<file path="config.mk">
export PLATFORM = sky130hd
export DESIGN_NAME = if_id_skid_reg
export DESIGN_NICKNAME = d
export VERILOG_FILES = /design/src/rtl/pipe_pkg.sv /design/src/rtl/pipe_entry_reg.sv /design/src/rtl/if_id_skid_reg.sv
export SDC_FILE = /design/constraint.sdc
export NUM_CORES = 1
export LEC_CHECK = 0
export CAP_MARGIN = 30
export CORE_MARGIN = 5
export CORE_UTILIZATION = 28
export DETAILED_ROUTE_END_ITERATION = 8
export PLACE_DENSITY = 0.51
export SYNTH_ARGS = -nofsm -noshare
export SYNTH_HDL_FRONTEND = slang
export SYNTH_HIERARCHICAL = 1
export SYNTH_SLANG_ARGS = --single-unit
</file>
<file path="constraint.sdc">
create_clock -name clk -period 3.1 [get_ports clk]
set_input_delay 0.31 -clock clk [delete_from_list [all_inputs] [get_ports clk]]
set_output_delay 0.31 -clock clk [all_outputs]
set_load 0.1 [all_outputs]
</file>
<file path="src/rtl/pipe_pkg.sv">
// Shared types for the IF->ID skid register: FSM states, default NOP word and payload layout.
package pipe_pkg;
  typedef enum logic [1:0] {EMPTY = 2'd0, HALF = 2'd1, FULL = 2'd2, SLOT_WAIT = 2'd3} state_e;

  localparam int PC_W_DEF    = 32;
  localparam int INSTR_W_DEF = 32;
  localparam logic [INSTR_W_DEF-1:0] NOP_DEF = '0;

  typedef struct packed {
    logic [PC_W_DEF-1:0]    pc;
    logic [INSTR_W_DEF-1:0] instr;
  } entry_t;
endpackage

</file>
<file path="src/rtl/pipe_entry_reg.sv">
// One pipeline slot: valid bit plus payload; load wins over clear, payload holds on clear.
module pipe_entry_reg #(
  parameter int W = 64
) (
  input  logic         clk,
  input  logic         rst_n,
  input  logic         load,
  input  logic         clear,
  input  logic [W-1:0] d,
  output logic         valid,
  output logic [W-1:0] q
);
  always_ff @(posedge clk or negedge rst_n) begin
    if (!rst_n) begin
      valid <= 1'b0;
      q     <= '0;
    end else if (load) begin
      valid <= 1'b1;
      q     <= d;
    end else if (clear) begin
      valid <= 1'b0;
    end
  end
endmodule

</file>
<file path="src/rtl/if_id_skid_reg.sv">
// IF->ID pipeline register with 2-entry skid buffer, redirect squash and trap flush.
// Optional delay-slot retention on redirect when IF_ID_DELAY_SLOT_EN is defined.
module if_id_skid_reg
  import pipe_pkg::*;
#(
  parameter int                 PC_W      = 32,
  parameter int                 INSTR_W   = 32,
  parameter logic [INSTR_W-1:0] NOP_INSTR = INSTR_W'(NOP_DEF),
  parameter int                 CNT_W     = 16
) (
  input  logic               clk,
  input  logic               rst_n,
  input  logic               if_valid,
  output logic               if_ready,
  input  logic [PC_W-1:0]    if_pc,
  input  logic [INSTR_W-1:0] if_instr,
  output logic               id_valid,
  input  logic               id_ready,
  output logic [PC_W-1:0]    id_pc,
  output logic [INSTR_W-1:0] id_instr,
  input  logic               redirect,
  input  logic               flush,
  output logic [1:0]         occupancy,
  output logic [CNT_W-1:0]   squash_cnt
);
  typedef struct packed {
    logic [PC_W-1:0]    pc;
    logic [INSTR_W-1:0] instr;
  } pl_t;

  pl_t        if_pl, out_q, skid_q, out_d;
  logic       out_v, skid_v;
  logic       out_load, out_clr, out_sel_skid, skid_load, skid_clr;
  logic       acc, deq;
  logic [1:0] sq;
  state_e     state, nxt;
  logic [CNT_W:0] cnt_sum;

  assign if_pl = '{pc: if_pc, instr: if_instr};
  assign acc   = if_valid & if_ready;
  assign deq   = out_v & id_ready;
  assign out_d = out_sel_skid ? skid_q : if_pl;

  pipe_entry_reg #(.W($bits(pl_t))) u_out (
    .clk, .rst_n, .load(out_load), .clear(out_clr), .d(out_d), .valid(out_v), .q(out_q)
  );
  pipe_entry_reg #(.W($bits(pl_t))) u_skid (
    .clk, .rst_n, .load(skid_load), .clear(skid_clr), .d(if_pl), .valid(skid_v), .q(skid_q)
  );

  always_comb begin
    out_load     = 1'b0;
    out_clr      = 1'b0;
    out_sel_skid = 1'b0;
    skid_load    = 1'b0;
    skid_clr     = 1'b0;
    sq           = 2'd0;
    nxt          = state;
    if (flush) begin
      out_clr  = 1'b1;
      skid_clr = 1'b1;
      sq       = {1'b0, out_v} + {1'b0, skid_v} + {1'b0, acc};
      nxt      = EMPTY;
    end else if (redirect && deq) begin
`ifdef IF_ID_DELAY_SLOT_EN
      // Oldest younger word survives as the delay slot; acc cannot coexist with a valid SKID.
      if (skid_v) begin
        out_load     = 1'b1;
        out_sel_skid = 1'b1;
        skid_clr     = 1'b1;
        nxt          = HALF;
      end else if (acc) begin
        out_load = 1'b1;
        nxt      = HALF;
      end else begin
        out_clr = 1'b1;
        nxt     = SLOT_WAIT;
      end
`else
      out_clr  = 1'b1;
      skid_clr = 1'b1;
      sq       = {1'b0, skid_v} + {1'b0, acc};
      nxt      = EMPTY;
`endif
    end else begin
      case (state)
        EMPTY: if (acc) begin out_load = 1'b1; nxt = HALF; end
        HALF: begin
          if (acc && deq) out_load = 1'b1;
          else if (acc) begin skid_load = 1'b1; nxt = FULL; end
          else if (deq) begin out_clr = 1'b1; nxt = EMPTY; end
        end
        FULL: if (deq) begin
          out_load     = 1'b1;
          out_sel_skid = 1'b1;
          skid_clr     = 1'b1;
          nxt          = HALF;
        end
`ifdef IF_ID_DELAY_SLOT_EN
        SLOT_WAIT: if (acc) begin out_load = 1'b1; nxt = HALF; end
`endif
        default: nxt = EMPTY;
      endcase
    end
  end

  assign cnt_sum = {1'b0, squash_cnt} + (CNT_W+1)'(sq);

  always_ff @(posedge clk or negedge rst_n) begin
    if (!rst_n) begin
      state      <= EMPTY;
      squash_cnt <= '0;
    end else begin
      state      <= nxt;
      squash_cnt <= cnt_sum[CNT_W] ? '1 : cnt_sum[CNT_W-1:0];
    end
  end

  assign id_valid  = out_v;
  assign id_pc     = out_q.pc;
  assign id_instr  = out_v ? out_q.instr : NOP_INSTR;
  assign if_ready  = ~skid_v;
  assign occupancy = {1'b0, out_v} + {1'b0, skid_v};

  // A redirect must come from the branch leaving ID this cycle.
  redirect_needs_deq: assert property (@(posedge clk) disable iff (!rst_n)
    (redirect && !flush) |-> deq);
endmodule

</file>
==> run_results.csv <==
group,metric,value,unit
yosys,synthArstFlopShare,100.0,%
yosys,avgSynthCellArea,14.78,sq um
yosys,synth_top_cells_by_count,"dfrtp_1 (148), mux2_4 (98), mux2_2 (78), and2_1 (32), mux2_1 (16)",
timing,slew_viol_final,0,
clock_network,root_buffer,"clkbuf_16",
critical_path,endpoint,"squash_cnt[13]$_DFF_PN0_",
final_layout,multiInputGateArea,3428,sq um
critical_path,cp-start-kind,"register",
drt,vias,4445,
final_layout,num-fill-cells,2441,
clock_network,cts_tree,"done",
die,pin_count,154,
drt,drt_pre_antenna_iters,4,
clock_network,cts_sinks,148,
timing,rsz0062_at_grt,"false",
drt,routedWlPerCell,17.25,microns
clock_network,post_cts_resized,0,
clock_network,cts_max_path_buffers,2,
die,die_area,29520,sq um
yosys,synth_area_leaders,"dfrtp_1 (51%), mux2_4 (20%), mux2_2 (12%)",
placement,port_buffers,153,
drt,routed_wl,17.31,mm
die,start_util,28.30,%
final_layout,antennaDiodeCount,0,
critical_path,cp-startpoint,"u_skid/valid$_DFFE_PN0P_",
grt,grt_pass1_wl,27.72,mm
yosys,synth_cell_types,44,
timing,setup_tns,0,ps
clock_network,ctsHoldBuffers,1,
timing,timing.fmax,363.0,MHz
power,cellPowerDensity,971.7,nW/um^2
clock_network,cts_buffers,17,
power,ir_worst_vdd,0.5399,mV
timing,finalCritPeriodShare,88.86,%
yosys,synthCells,496,
die,die_w,171.8,microns
clock_network,clk_pin_slew,70,ps
final_layout,layout-drive-gt1-share,43.11,%
final_layout,stdcell_area,9717,sq um
yosys,seq_area_frac_synth,50.51,%
die,core,25910,sq um
final_layout,syn2layout_area_growth,32.53,%
timing,slew_headroom,33.57,%
die,rows,59,
clock_network,cts_max_level,4,
grt,antenna_found_initial,0,
timing,hold_violations,0,
timing,layout_setup_ws,345.4,ps
yosys,synth_top_area_share,50.51,%
yosys,synth_nets,571,
placement,hpwl,11.34,mm
critical_path,cp.arrival,3100,ps
placement,routabilityCongestion,0.7629,
clock_network,cts_setup_buffers,0,
yosys,post-synth-top-area-cell,"dfrtp_1",
critical_path,end_kind,"register",
critical_path,rr_worst_depth,9,
grt,grt_max_degree,75,
timing,finClkSkew,13.45,ps
drt,drc,0,
clock_network,insertion_delay,420,ps
drt,viasPerCell,4.432,
grt,first_global_vias,5158,
outcome,status,"complete, no violations",
power,p_leak,4.287,nW
final_layout,regArea,3707,sq um
timing,setup-violations-final,0,
critical_path,worstReg2RegStart,"u_skid/valid$_DFFE_PN0P_",
yosys,ys_warn_count,6,
yosys,ys_seq_elements,148,
die,die_h,171.8,microns
yosys,mappedNetlistArea,7332,sq um
run,drv_cap,0,
critical_path,rrSetupSlack,350,ps
yosys,synth.most_common_cell,"dfrtp_1",
timing,worst_pin_slew,993.3,ps
drt,drt_iter0_markers,256,
grt,grtUsageTotal,11.90,%
critical_path,critPathMaxFanout,5,
grt,overflow,0,
drt,antenna_left,0,
yosys,synth_ff_type,"dfrtp_1",
yosys,synth_edf_count,0,
hold_path,hp-class,"input port to asynchronous set/reset pin",
placement,postPlaceCellArea,9129,sq um
critical_path,cp_data_required_time,3440,ps
critical_path,rr_endpoint,"squash_cnt[13]$_DFF_PN0_",
timing,fin_crit,2755,ps
final_layout,nets,730,
placement,pre_cts_ws,36.37,ps
power,power,0.009442,W
critical_path,crit_type,"register to register",
[routing by layer]
metal  up-vias  part of all wire [%]  global-route usage, %
met3        10                   4.7                  3.356
met2        92                    50                  20.40
met4         0                  0.91                  2.734
met5         -                     0                      0
li1       2078                     -                      -
met1      2265                    45                  14.95
[layout by cell type, fill, tap and decap left out, types with 6 or more instances in the layout]
cell type / count
clkbuf_16: 17
xnor2_1: 6
and2_1: 32
nor2b_1: 7
mux2_2: 78
inv_6: 6
buf_4: 59
dfrtp_1: 147
mux2_4: 98
clkdlybuf4s50_1: 100
nand2_1: 13
nand3_1: 6
mux2_1: 16
[logic make-up after synthesis]
logic type	synth area share, %
compound gates	2.218
buf+inv	3.020
flops	50.51
simple gates	7.594
xor+xnor	0.9557
mux	34.64
fa+ha+maj	1.058
[flip-flops by register name, indices dropped and copies added, names as in the netlist]
| signal | cells |
|---|---|
| u_skid/q | 64 |
| u_skid/valid | 1 |
| squash_cnt | 16 |
| state | 2 |
| u_out/q | 64 |
| u_out/valid | 1 |
[metrics by stage]
step	util (%)	std cells	hold slack [ps]
after floorplan	-	496	14.41
after global placement	35.23	970	383.7
after detailed placement	35.23	970	399.0
after CTS	37.50	1003	497.2
after global routing	37.50	1003	510.2
final	37.50	1003	482.1
[how the worst min path moves through the flow]
stage	start	to	slack, ps	depth (start not counted)
2_1_floorplan	rst_n	squash_cnt[0]$_DFF_PN0_	10	0
3_5_place_dp	rst_n	u_skid/q[25]$_DFFE_PN0P_	400	1
6_report	rst_n	u_skid/q[25]$_DFFE_PN0P_	480	2
4_1_cts	if_instr[28]	u_skid/q[28]$_DFFE_PN0P_	500	2
5_1_grt	if_pc[8]	u_skid/q[40]$_DFFE_PN0P_	510	2
3_3_place_gp	rst_n	u_out/q[25]$_DFFE_PN0P_	380	1
[critical path: stages, from the launching register on]
cell and delay, ps:
dfrtp_1 450, nand2b_1 210, fa_1 430, mux2i_1 150, ha_1 200, fa_1 280
and2_4 200, nand4_1 90, or4_4 490, a31oi_1 170
[report_power, final]
group / internal [W] / total (W) / switching (W)
logic: 0.00152 / 0.00421 / 0.00269
registers: 0.00271 / 0.00319 / 0.000477
clock network: 0.00115 / 0.00204 / 0.000890
total: 0.00539 / 0.00944 / 0.00405
[area by class of cell]
cell class,count,share of cell area [%]
inverter,4,0.1931
sequential,148,38.15
clock buffer,18,4.520
clock inverter,14,1.429
multi-input combinational,318,35.28
timing repair buffer,166,16.11
tap,335,4.314
(Power assumes the default switching activity.)
